File: src/rtl/iopmp_check_arbiter_if.sv
// Request/response channels between the DMA requesters and the arbiter, plus the
// combinational iopmp check port the arbiter drives.
interface iopmp_check_arbiter_if #(
    parameter int PLEN       = 34,
    parameter int NR_MASTERS = 2,
    parameter int ACC_W      = 3
);
    localparam int SID_W = (NR_MASTERS == 1) ? 1 : $clog2(NR_MASTERS);

    // Handshake: a request for master m transfers on a clock edge where
    // req_valid_i[m] && req_ready_o[m]; its verdict transfers where
    // rsp_valid_o[m] && rsp_ready_i[m]. A valid side holds its payload until that edge.
    logic [NR_MASTERS-1:0]       req_valid_i;
    logic [NR_MASTERS-1:0]       req_ready_o;
    logic [NR_MASTERS*PLEN-1:0]  req_addr_i;
    logic [NR_MASTERS*ACC_W-1:0] req_access_i;
    logic [NR_MASTERS-1:0]       rsp_valid_o;
    logic                        rsp_allow_o;
    logic [NR_MASTERS-1:0]       rsp_ready_i;
    logic [PLEN-1:0]             iopmp_addr_o;
    logic [SID_W-1:0]            iopmp_sid_o;
    logic [ACC_W-1:0]            iopmp_access_o;
    logic                        iopmp_allow_i;

    modport slave (
        input  req_valid_i, req_addr_i, req_access_i, rsp_ready_i, iopmp_allow_i,
        output req_ready_o, rsp_valid_o, rsp_allow_o, iopmp_addr_o, iopmp_sid_o, iopmp_access_o
    );

    modport master (
        output req_valid_i, req_addr_i, req_access_i, rsp_ready_i, iopmp_allow_i,
        input  req_ready_o, rsp_valid_o, rsp_allow_o, iopmp_addr_o, iopmp_sid_o, iopmp_access_o
    );
endinterface

File: src/rtl/iopmp_check_arbiter.sv
// Round-robin sharing of one iopmp check port among NR_MASTERS requesters; one check in
// flight, registered verdict returned over a per-master valid/ready response channel.
module iopmp_check_arbiter #(
    parameter int PLEN       = 34,
    parameter int NR_MASTERS = 2,
    parameter int ACC_W      = 3,
    parameter int CNT_W      = 16
) (
    input  logic                 clk_i,
    input  logic                 rst_ni,
    iopmp_check_arbiter_if.slave bus,
    output logic [CNT_W-1:0]     deny_cnt_o,
    output logic                 busy_o,
    output logic [1:0]           dbg_state_o
);
    localparam int SID_W = (NR_MASTERS == 1) ? 1 : $clog2(NR_MASTERS);

    typedef enum logic [1:0] {
        S_IDLE  = 2'd0,
        S_CHECK = 2'd1,
        S_RESP  = 2'd2
    } state_t;

    state_t                r_state, w_state_nxt;
    logic [SID_W-1:0]      r_ptr, r_grant, w_grant, w_ptr_nxt;
    logic [PLEN-1:0]       r_addr;
    logic [ACC_W-1:0]      r_acc;
    logic                  r_verdict;
    logic [CNT_W-1:0]      r_cnt;
    logic                  w_found, w_accept;
    logic [NR_MASTERS-1:0] w_req_ready, w_rsp_valid;

    // First valid master at or after the round-robin pointer, wrapping to 0.
    always_comb begin
        int idx;
        w_found = 1'b0;
        w_grant = '0;
        idx     = 0;
        for (int i = 0; i < NR_MASTERS; i++) begin
            idx = int'(r_ptr) + i;
            if (idx >= NR_MASTERS) idx = idx - NR_MASTERS;
            if (!w_found && bus.req_valid_i[idx]) begin
                w_found = 1'b1;
                w_grant = SID_W'(idx);
            end
        end
    end

    assign w_ptr_nxt = (int'(w_grant) == NR_MASTERS - 1) ? '0 : w_grant + 1'b1;

    always_comb begin
        w_state_nxt = r_state;
        w_accept    = 1'b0;
        w_req_ready = '0;
        w_rsp_valid = '0;
        case (r_state)
            S_IDLE: begin
                if (w_found) begin
                    w_accept             = 1'b1;
                    w_req_ready[w_grant] = 1'b1;
                    w_state_nxt          = S_CHECK;
                end
            end
            S_CHECK: w_state_nxt = S_RESP;
            S_RESP: begin
                w_rsp_valid[r_grant] = 1'b1;
                if (bus.rsp_ready_i[r_grant]) w_state_nxt = S_IDLE;
            end
            default: w_state_nxt = S_IDLE;
        endcase
    end

    always_ff @(posedge clk_i or negedge rst_ni) begin
        if (!rst_ni) begin
            r_state   <= S_IDLE;
            r_ptr     <= '0;
            r_grant   <= '0;
            r_addr    <= '0;
            r_acc     <= '0;
            r_verdict <= 1'b0;
            r_cnt     <= '0;
        end else begin
            r_state <= w_state_nxt;
            if (w_accept) begin
                r_ptr   <= w_ptr_nxt;
                r_grant <= w_grant;
                r_addr  <= bus.req_addr_i[int'(w_grant)*PLEN +: PLEN];
                r_acc   <= bus.req_access_i[int'(w_grant)*ACC_W +: ACC_W];
            end
            // The iopmp answer is combinational on the registered addr/sid/access.
            if (r_state == S_CHECK) begin
                r_verdict <= bus.iopmp_allow_i;
                if (!bus.iopmp_allow_i && (r_cnt != '1)) r_cnt <= r_cnt + 1'b1;
            end
        end
    end

    assign bus.req_ready_o    = w_req_ready;
    assign bus.rsp_valid_o    = w_rsp_valid;
    assign bus.rsp_allow_o    = r_verdict;
    assign bus.iopmp_addr_o   = r_addr;
    assign bus.iopmp_sid_o    = r_grant;
    assign bus.iopmp_access_o = r_acc;
    assign deny_cnt_o         = r_cnt;
    assign busy_o             = (r_state != S_IDLE);
    assign dbg_state_o        = r_state;
endmodule

File: src/flat_wrapper.sv
// flat-port wrapper written by rule: the top's interface ports become plain ports
module iopmp_check_arbiter_flat 
#(
    parameter int PLEN       = 34,
    parameter int NR_MASTERS = 2,
    parameter int ACC_W      = 3,
    parameter int CNT_W      = 16
)
  (clk_i, rst_ni, deny_cnt_o, busy_o, dbg_state_o, bus_req_valid_i, bus_req_addr_i, bus_req_access_i, bus_rsp_ready_i, bus_iopmp_allow_i, bus_req_ready_o, bus_rsp_valid_o, bus_rsp_allow_o, bus_iopmp_addr_o, bus_iopmp_sid_o, bus_iopmp_access_o);
  iopmp_check_arbiter_if #(.PLEN(PLEN), .NR_MASTERS(NR_MASTERS), .ACC_W(ACC_W)) bus_i ();
  input  logic clk_i;
  input  logic rst_ni;
  output logic [CNT_W-1:0] deny_cnt_o;
  output logic busy_o;
  output logic [1:0] dbg_state_o;
  input wire logic [$bits(bus_i.req_valid_i)-1:0] bus_req_valid_i;
  input wire logic [$bits(bus_i.req_addr_i)-1:0] bus_req_addr_i;
  input wire logic [$bits(bus_i.req_access_i)-1:0] bus_req_access_i;
  input wire logic [$bits(bus_i.rsp_ready_i)-1:0] bus_rsp_ready_i;
  input wire logic [$bits(bus_i.iopmp_allow_i)-1:0] bus_iopmp_allow_i;
  output wire logic [$bits(bus_i.req_ready_o)-1:0] bus_req_ready_o;
  output wire logic [$bits(bus_i.rsp_valid_o)-1:0] bus_rsp_valid_o;
  output wire logic [$bits(bus_i.rsp_allow_o)-1:0] bus_rsp_allow_o;
  output wire logic [$bits(bus_i.iopmp_addr_o)-1:0] bus_iopmp_addr_o;
  output wire logic [$bits(bus_i.iopmp_sid_o)-1:0] bus_iopmp_sid_o;
  output wire logic [$bits(bus_i.iopmp_access_o)-1:0] bus_iopmp_access_o;
  assign bus_i.req_valid_i = bus_req_valid_i;
  assign bus_i.req_addr_i = bus_req_addr_i;
  assign bus_i.req_access_i = bus_req_access_i;
  assign bus_i.rsp_ready_i = bus_rsp_ready_i;
  assign bus_i.iopmp_allow_i = bus_iopmp_allow_i;
  assign bus_req_ready_o = bus_i.req_ready_o;
  assign bus_rsp_valid_o = bus_i.rsp_valid_o;
  assign bus_rsp_allow_o = bus_i.rsp_allow_o;
  assign bus_iopmp_addr_o = bus_i.iopmp_addr_o;
  assign bus_iopmp_sid_o = bus_i.iopmp_sid_o;
  assign bus_iopmp_access_o = bus_i.iopmp_access_o;
  iopmp_check_arbiter #(.PLEN(PLEN), .NR_MASTERS(NR_MASTERS), .ACC_W(ACC_W), .CNT_W(CNT_W)) u_core (.clk_i(clk_i), .rst_ni(rst_ni), .bus(bus_i), .deny_cnt_o(deny_cnt_o), .busy_o(busy_o), .dbg_state_o(dbg_state_o));
endmodule
File: config.mk
export PLATFORM = sky130hd
export DESIGN_NAME = iopmp_check_arbiter_flat
export DESIGN_NICKNAME = d
export VERILOG_FILES = /design/src/rtl/iopmp_check_arbiter_if.sv /design/src/rtl/iopmp_check_arbiter.sv /design/src/flat_wrapper.sv
export SDC_FILE = /design/constraint.sdc
export NUM_CORES = 1
export LEC_CHECK = 0
export ABC_CLOCK_PERIOD_IN_PS = 2400
export CAP_MARGIN = 20
export CELL_PAD_IN_SITES_DETAIL_PLACEMENT = 0
export CELL_PAD_IN_SITES_GLOBAL_PLACEMENT = 1
export CORE_MARGIN = 2
export CORE_UTILIZATION = 29
export DETAILED_ROUTE_END_ITERATION = 10
export PLACE_DENSITY = 0.92
export SLEW_MARGIN = 20
export SYNTH_ARGS = -nofsm -noshare
export SYNTH_HDL_FRONTEND = slang
export SYNTH_SLANG_ARGS = --single-unit
export TNS_END_PERCENT = 30
File: constraint.sdc
create_clock -name clk_i -period 2.4 [get_ports clk_i]
set_input_delay 0.6 -clock clk_i [delete_from_list [all_inputs] [get_ports clk_i]]
set_output_delay 0.6 -clock clk_i [all_outputs]
set_load 0.01 [all_outputs]
==> reports/qor.txt <==
Main synth FF type = dfrtp_1
Row count = 35
Share of the synthesized area in the top cell type = 54.0%
Largest net degree at the start of global routing = 59
Die X = 100 um
Clock transition at the registers of the reported paths = 0.06 ns
Starting Density = 29.5%
H-tree depth = 3
CTS tree = yes
Synth Instances = 241
Routed Antenna Nets = 0
Fmax achieved = 0.430 GHz
Critical path's largest stage delay = 0.46 ns
Worst-path fanout max = 2
HP Class = in2async
Worst vdd ir = 0.677 mV
Status = finished, final reports clean
Num CTS Buffers = 9
Worst-Margin Slew = 0.725 ns
Power per cell area = 1010 nW/um^2
Detailed-route via count = 2400
CTS Buffer Depth = 2
Dpl hpwl = 5.24 mm
R2r setup slk = 0.45 ns
Top-count cell post-synth = dfrtp_1
First-pass GRT wire length = 11.5 mm
Reg2reg start = u_core.dbg_state_o[1]$_DFFE_PN0P_
Crit path cell chain = clkdlybuf4s50_1 > nand2b_1 > nand2_1 > nor2_1 > clkdlybuf4s15_1
Worst-Skew Late Latency = 0.32 ns
Async SR Flop Fraction = 100%
Final global-route overflow total = 0
FF-to-FF End = u_core.bus.iopmp_access_o[0]$_DFFE_PN0P_
Cell Area, Synth = 2690 um^2
Die Y = 100 um
CORE AREA = 9110 um^2
Gates resized, CTS repair = 2
PortBufs = 142
CTS sink cnt = 58
Final core occ = 48.2%
Share of cells above drive strength 1 = 7.95%
CP required = 1.80 ns
Vias per cell = 4.79
WS Path Type = in2out
Post-CTS setup buffer count = 0
Yosys reg bits = 58
RSZ-0062 raised after global routing = false
Final worst-path cycle share = 96.8%
Synth area leaders = dfrtp_1 (54%), mux2i_1 (7.1%), a221o_1 (6.7%)
Net count, final = 468
Design Area, Final = 4390 um^2
Die Area = 10100 um^2
Most frequent cells after synthesis = dfrtp_1 (58), nand2_1 (25), o21ai_0 (21), and3_1 (20), mux2i_1 (19)
Crit start category = input pin
Clk_skew = 0.00574 ns
Synth cell types = 36
Wirelength per Cell = 14.0 um
Antenna fix cells = 0
Fin crit period = 2.32 ns
Final-report hold violation count = 0
Syn_area_per_cell = 11.2 um^2
P_leak = 0.00199 uW
Worst R2R Path Depth = 7
Synthesis-to-finish area growth = 63.3%
Synth area leader = dfrtp_1
Gpl congestion = 0.781
Max_slew headroom = 51.6%
GRT Util Overall = 14.5%
Worst setup EP type = output pin
Power, Total = 4420 uW
DRT iter0 DRCs = 75
Post-synthesis sequential area ratio = 54.0%
DRC viols = 0
CP max-delay cell = clkdlybuf4s50_1
MaxCap Viol Count = 0
Number of synthesized flops with an enable pin = 0
Area after DPL = 4240 um^2
Yosys warns = 0
DRT Pass-1 Iters = 4
Worst hold slack = 0.420 ns
Root buffer cell = clkbuf_8
Sum Neg Setup Slack = 0 ns
Post-synth net total = 323
Vias in the first global route = 2386
Endpoints failing setup = 0
Num ports = 143
Hold Buf Count CTS = 0
Max Slew Vio Count = 0
Worst Path Arrival = 1.72 ns
Initial antenna violation count = 0
Routed wire length = 7.04 mm
[where the power goes]
| group | internal, uW | switching, uW |
|---|---|---|
| logic | 1190 | 894 |
| clock network | 362 | 355 |
| registers | 1360 | 260 |
| total | 2910 | 1510 |
[flip-flops by register name, indices dropped and copies added (netlist names)]
| name | count |
|---|---|
| u_core.bus.rsp_allow_o | 1 |
| u_core.dbg_state_o | 2 |
| u_core.r_ptr | 1 |
| u_core.bus.iopmp_addr_o | 34 |
| u_core.bus.iopmp_access_o | 3 |
| u_core.deny_cnt_o | 16 |
| u_core.bus.iopmp_sid_o | 1 |
[logic make-up (layout without fill, tap and decap cells)]
| kind of cell | count (synthesis) | count (layout) | share of synthesized area [%] |
|---|---|---|---|
| mux | 22 | 22 | 8.33 |
| flops | 58 | 58 | 54.0 |
| xor+xnor | 15 | 15 | 4.89 |
| fa+ha+maj | 1 | 1 | 0.465 |
| simple gates | 81 | 81 | 17.0 |
| buf+inv | 18 | 167 | 2.89 |
| compound gates | 46 | 46 | 12.4 |
[critical path, delay by kind of cell]
family	cells	cell delay [ns]
buffers and inverters	2	0.76
AND/OR/NAND/NOR	3	0.36
[layout by cell type, fill, tap and decap left out, types with 5 or more instances in the layout]
master           instances
o21ai_0                 21
clkdlybuf4s50_1        139
a221o_1                 18
mux2i_1                 19
and3_1                  20
clkbuf_8                 9
buf_4                    7
nor2_1                   9
xor2_1                  11
nand2_1                 25
nand3_1                  5
dfrtp_1                 58
nor3_1                   5
[per-stage QoR]
| step | std cells | worst slack [ns] |
|---|---|---|
| after floorplan | 241 | 0.236 |
| after global placement | 486 | -0.226 |
| after detailed placement | 486 | -0.247 |
| after CTS | 501 | 0.0361 |
| after global routing | 501 | 0.00467 |
| final | 501 | 0.0757 |
[cell type report]
type	count	area [um^2]
Tap cell	111	139
Timing Repair Buffer	149	1470
Fill cell	851	4720
Inverter	3	11.3
Sequential cell	58	1450
Multi-Input combinational cell	165	1170
Clock inverter	4	20.0
Clock buffer	11	131
[per-layer routing]
metal / part of all wire (%) / global-route usage (%)
met5: 0 / 0
met4: 0.92 / 5.06
met3: 7.8 / 4.53
met2: 49 / 24.3
met1: 43 / 17.6
[how the worst max path moves through the flow]
stage                                  start                  to  slack (ns)  cells after the start
after global routing      bus_req_valid_i[0]  bus_req_ready_o[1]       0.005                      5
after global placement    bus_req_valid_i[0]  bus_req_ready_o[1]       -0.23                      5
after CTS                 bus_req_valid_i[0]  bus_req_ready_o[1]        0.04                      5
after detailed placement  bus_req_valid_i[0]  bus_req_ready_o[1]       -0.25                      5
final                     bus_req_valid_i[0]  bus_req_ready_o[1]        0.08                      5
after floorplan           bus_req_valid_i[0]  bus_req_ready_o[0]        0.24                      4
(Power assumes the default switching activity.)
==> RTL edit 1 (config.mk and constraints unchanged) <==
Register the output `deny_cnt_o` once more, with the module's reset; this adds one clock of latency there. The other outputs are not delayed to match.
--- a/src/rtl/iopmp_check_arbiter.sv
+++ b/src/rtl/iopmp_check_arbiter.sv
@@ -103,3 +103,9 @@
     assign bus.iopmp_access_o = r_acc;
-    assign deny_cnt_o         = r_cnt;
+    always_ff @(posedge clk_i or negedge rst_ni) begin
+        if (!rst_ni) begin
+            deny_cnt_o <= '0;
+        end else begin
+            deny_cnt_o <= r_cnt;
+        end
+    end
     assign busy_o             = (r_state != S_IDLE);
Formal check against the unedited RTL: not equivalent (a bounded check fails within 4 cycles, from zero or initial values and one cycle with rst_ni low).
==> RTL edit 1 against the unedited design <==
  * Power increased by 14%
  * Sequential share of layout area increased by 4.9 points
  * Area after synthesis increased by 14%
  * Final cell count increased by 7.6%
  * Setup slack improved by 0.026 ns
  * Fmax increased by 1.1%
  * Via count increased by 5.0%
  * Register-to-register slack improved by 0.10 ns
  * Die area increased by 14%
  * Clock skew increased by 0.0077 ns
  * Wire length increased by 12%
  * Cell area increased by 11%
  * Sequential cell count increased by 16
  * Sequential power increased by 23%
  * Critical endpoint unchanged
  * Largest power group unchanged
==> RTL edit 1: results (changes against the unedited design) <==
Setup path
  • FF-to-FF Start: u_core.r_cnt[1]$_DFFE_PN0P_
  • Worst reg2reg endpoint: u_core.r_cnt[1]$_DFFE_PN0P_
  • Worst path slowest cell: clkdlybuf4s50_1
  • Reg2reg path depth: 5 (-2)
  • Reg2Reg Setup Slack: 0.55 ns (+0.10 ns)

Drt
  • Wire length on met3: 565 um (+2.4%)
  • DR WL met2: 3830 um (+12%)
  • Met1 WL: 3390 um (+13%)
  • Initial DRC count: 79 (+5.3%)
  • Drt total wl: 7860 um (+12%)
  • Routed wire length per instance: 14.6 um (+3.8%)
  • Vias: 2,520 (+5.0%)

Pwr
  • Static Leakage: 2.24 nW (+13%)
  • Peak supply drop: 893 uV (+32%)

Global route
  • M1 GR Usage: 17.8% (+0.21 points)
  • Vias in the first global route: 2,622 (+9.9%)
  • GRT met3 Usage: 4.44% (-0.089 points)
  • Grt met2 use: 23.5% (-0.84 points)
  • First-pass GRT wire length: 12,800 um (+11%)
  • Largest net degree at the start of global routing: 53 (-10%)
  • GR Util All Layers: 14.4% (-0.12 points)

Placement
  • Placed cells: 524 (+7.8%)
  • RD Place Congestion: 0.709 (-9.2%)
  • Placed cell areas: 4700 um^2 (+11%)
  • Setup Slack @ Placement: -0.173 ns (+0.0744 ns)
  • Post-DP HPWL: 5870 um (+12%)

STA
  • Worst Tran Pin Value: 0.479 ns (-0.247 ns)
  • Post-route setup slack: 0.102 ns (+0.0260 ns)
  • Hold WS: 0.215 ns (-0.204 ns)

Synthesis
  • Synth warn: 0 (unchanged)
  • Register area share after synthesis: 60.2% (+6.3 points)
  • Top cells by count, synth: dfrtp_1 (74), and3_1 (26), a221o_1 (23)
  • Dominant cells by area after synthesis: dfrtp_1 (60%), a221o_1 (7.5%), and3_1 (5.3%), mux2i_1 (4.6%), xor2_1 (3.4%)
  • Syn_nets: 332 (+2.8%)
  • Cells after synthesis: 250 (+3.7%)

Run status
  • Status: completed

Clock tree
  • Clock slew at reported path FFs: 0.08 ns (+0.02 ns)
  • Clock latency on the worst-skew pair: 0.34 ns (+0.02 ns)

Final layout
  • Final net count: 481 (+2.8%)
  • Ant diodes: 0 (unchanged)
  • # fillers: 969 (+14%)
[RTL edit 1: area by class of cell]
| class | instances | area (um^2) | share of cell area, % |
|---|---|---|---|
| clock buffers | 10 | 128 | 2.62 |
| clock inverters | 5 | 56.3 | 1.15 |
| repair buffers | 151 | 1500 | 30.7 |
| well taps | 136 | 170 | 3.49 |
| flip-flops and latches | 74 | 1850 | 38.0 |
| multi-input cells | 160 | 1160 | 23.9 |
| inverters | 3 | 11.3 | 0.231 |
[RTL edit 1: power breakdown]
group	internal (mW)	switching, mW	total (mW)
Combinational	1.25	0.915	2.16
Clock	0.473	0.436	0.909
Sequential	1.68	0.306	1.99
Total	3.40	1.66	5.06
[RTL edit 1: kinds of logic after synthesis]
kind of cell / share of synthesized area, %
fa+ha+maj: 0.407
xor+xnor: 4.27
buf+inv: 2.16
compound gates: 10.6
mux: 5.78
flops: 60.2
simple gates: 16.5
==> RTL edit 2 (same settings) <==
Made on the original files. `PLEN` is set to 34 in 3 places; all go to 17.
--- a/src/rtl/iopmp_check_arbiter_if.sv
+++ b/src/rtl/iopmp_check_arbiter_if.sv
@@ -3,3 +3,3 @@
 interface iopmp_check_arbiter_if #(
-    parameter int PLEN       = 34,
+    parameter int PLEN       = 17,
     parameter int NR_MASTERS = 2,
--- a/src/rtl/iopmp_check_arbiter.sv
+++ b/src/rtl/iopmp_check_arbiter.sv
@@ -3,3 +3,3 @@
 module iopmp_check_arbiter #(
-    parameter int PLEN       = 34,
+    parameter int PLEN       = 17,
     parameter int NR_MASTERS = 2,
--- a/src/flat_wrapper.sv
+++ b/src/flat_wrapper.sv
@@ -3,3 +3,3 @@
 #(
-    parameter int PLEN       = 34,
+    parameter int PLEN       = 17,
     parameter int NR_MASTERS = 2,
Ports: changed (resized bus_iopmp_addr_o and bus_req_addr_i); port bits go from 143 to 92. No check against the original RTL was run, so the function may have changed too.
==> RTL edit 2 against the unedited design <==
  * Synthesized cell count is 24% lower
  * Area after synthesis is 26% lower
  * Setup slack worse by 0.022 ns
  * Clock power is 21% lower
  * Cell area is 28% lower
  * Sequential cell count is 17 lower
  * Power is 30% lower
  * Wire length is 36% lower
  * Largest power group unchanged
==> RTL edit 2: results (changes against the unedited design) <==
Synthesis
  • Syn_nets: 231 (-28%)
  • Synth warn: 0 (unchanged)
  • Synth Area in Compound Gates: 10.4% (-2.0 points)
  • Synth Area in Adders: 0.626% (+0.16 points)
  • Mux contribution to synthesized area: 9.89% (+1.6 points)
  • Post-Synth XOR/XNOR Area: 4.82% (-0.067 points)
  • Dominant cells by area after synthesis: dfrtp_1 (51%), mux2i_1 (8.0%), o21ai_0 (4.0%), nand2_1 (3.9%), and3_1 (2.8%)
  • Top cells by count, synth: dfrtp_1 (41), nand2_1 (21), mux2i_1 (16), o21ai_0 (16), and3_1 (9)
  • Library cells used by synthesis: 40 (+11%)
  • Avg Synthesized Cell Area: 10.9 um^2 (-2.1%)
  • Register area share after synthesis: 51.3% (-2.7 points)
  • Ys async rst share: 100% (unchanged)

Clock tree
  • Clock slew at reported path FFs: 0.07 ns
  • Htree depth: 2 (-1)
  • Clock latency on the worst-skew pair: 0.29 ns (-0.03 ns)
  • Num CTS Buffers: 5 (-4)
  • CTS root buf: clkbuf_8
  • Post-CTS Setup Inserts: 0 (unchanged)
  • Clock Path Buffers: 2 (unchanged)

Drt
  • Routed wire length per instance: 12.4 um (-11%)
  • Initial DRC count: 41 (-45%)
  • Vias per cell: 4.74 (-1.0%)
  • Drt pass-1 iters: 4 (unchanged)

Run status
  • Status: completed

Pwr
  • Sw Share: 32.3% (-1.8 points)
  • Static Leakage: 1.42 nW (-28%)
  • Peak supply drop: 581 uV (-14%)

Setup path
  • Critical path fanouts, max: 3 (+1)
  • Worst setup startpoint: bus_req_valid_i[1]
  • Worst path slowest cell: clkdlybuf4s50_1
  • FF-to-FF Start: u_core.deny_cnt_o[0]$_DFFE_PN0P_
  • WP data arrival: 1.75 ns (+0.03 ns)
  • Crit path largest cell delay: 0.47 ns

Placement
  • Setup Slack @ Placement: -0.323 ns (-0.0760 ns)
  • Placed cell areas: 3040 um^2 (-28%)
  • Number of port buffers: 91 (-36%)
  • Post-DP HPWL: 3500 um (-33%)
  • RD Place Congestion: 0.777 (-0.60%)
  • Placed cells: 357 (-27%)

Global route
  • First-pass GRT wire length: 7130 um (-38%)
  • GR Util All Layers: 11.9% (-2.6 points)
  • Initial antenna violation count: 0 (unchanged)
  • Largest net degree at the start of global routing: 42 (-29%)
  • Vias in the first global route: 1,650 (-31%)

Final layout
  • Share of layout cells above drive strength 1: 11.6% (+3.6 points)
  • Max FFs per register: 17 (-50%)
  • Finished Layout Cells: 365 (-27%)
  • Final net count: 332 (-29%)
  • Ant diodes: 0 (unchanged)

Min path
  • Min-delay worst type: in2async

STA
  • Clock Skews: 0.00874 ns (+0.00300 ns)
  • Slew Limit Headroom: 65.2% (+14 points)
[RTL edit 2: cell count changes after synthesis, moves of 3 or more]
cell | unedited run | this run
o21ai_0 | 21 | 16
dfrtp_1 | 58 | 41
o211ai_1 | 3 | 0
clkbuf_1 | 10 | 1
xor2_1 | 11 | 5
mux2i_1 | 19 | 16
a221o_1 | 18 | 5
nand2_1 | 25 | 21
and3_1 | 20 | 9
[RTL edit 2: power groups by stage]
| stage | clock network [mW] | registers [mW] | logic [mW] |
|---|---|---|---|
| floorplan | 0 | 1.23 | 0.550 |
| global placement | 0 | 1.12 | 1.41 |
| detailed placement | 0 | 1.12 | 1.44 |
| CTS | 0.588 | 1.12 | 1.45 |
| global route | 0.615 | 1.15 | 1.55 |
| finish | 0.567 | 1.12 | 1.42 |
[RTL edit 2: layer usage]
| layer | track usage (%) | share of wire [%] | up-vias |
|---|---|---|---|
| li1 | - | - | 847 |
| met1 | 13.9 | 43 | 812 |
| met2 | 19.6 | 47 | 67 |
| met3 | 5.50 | 9.0 | 5 |
| met4 | 3.55 | 1.0 | 0 |
| met5 | 0 | 0 | - |
[RTL edit 2: worst paths after layout]
path                       slack [ns]                                  endpoint  depth (start not counted)
max                              0.05                        bus_req_ready_o[1]                          6
min                              0.37         u_core.deny_cnt_o[11]$_DFFE_PN0P_                          2
max reg2reg                      0.63          u_core.deny_cnt_o[1]$_DFFE_PN0P_                          5
min reg2reg                      0.48   u_core.bus.iopmp_addr_o[11]$_DFFE_PN0P_                          2
max in group asynchronous        1.66  u_core.bus.iopmp_access_o[1]$_DFFE_PN0P_                          2
min in group clk_i               0.48   u_core.bus.iopmp_addr_o[11]$_DFFE_PN0P_                          2
[RTL edit 2: what timing repair did]
action	in CTS	in global routing
gates resized for setup	4	1
setup endpoints to repair	2	1
cloned	0	0
[RTL edit 2: cell type report]
| cell class | count | area, um^2 |
|---|---|---|
| tap | 80 | 100 |
| multi-input combinational | 129 | 906 |
| timing repair buffer | 101 | 975 |
| sequential | 41 | 1030 |
| inverter | 6 | 25.0 |
| fill | 636 | 3570 |
| clock inverter | 1 | 30.0 |
| clock buffer | 7 | 86.3 |
[RTL edit 2: cells by family (layout without fill, tap and decap cells)]
family	after synthesis	count (layout)
muxes	19	19
and+or+nand+nor	66	66
DFF	41	41
AOI/OAI and AO/OA	32	32
adders and majority gates	1	1
buffers and inverters	13	115
xor gates and xnor gates	11	11
[RTL edit 2: critical path: cells and delay by family]
family                 cells  cell delay, ns
buffers and inverters      4            0.99
and+or+nand+nor            1            0.10
AOI/OAI and AO/OA          1            0.05
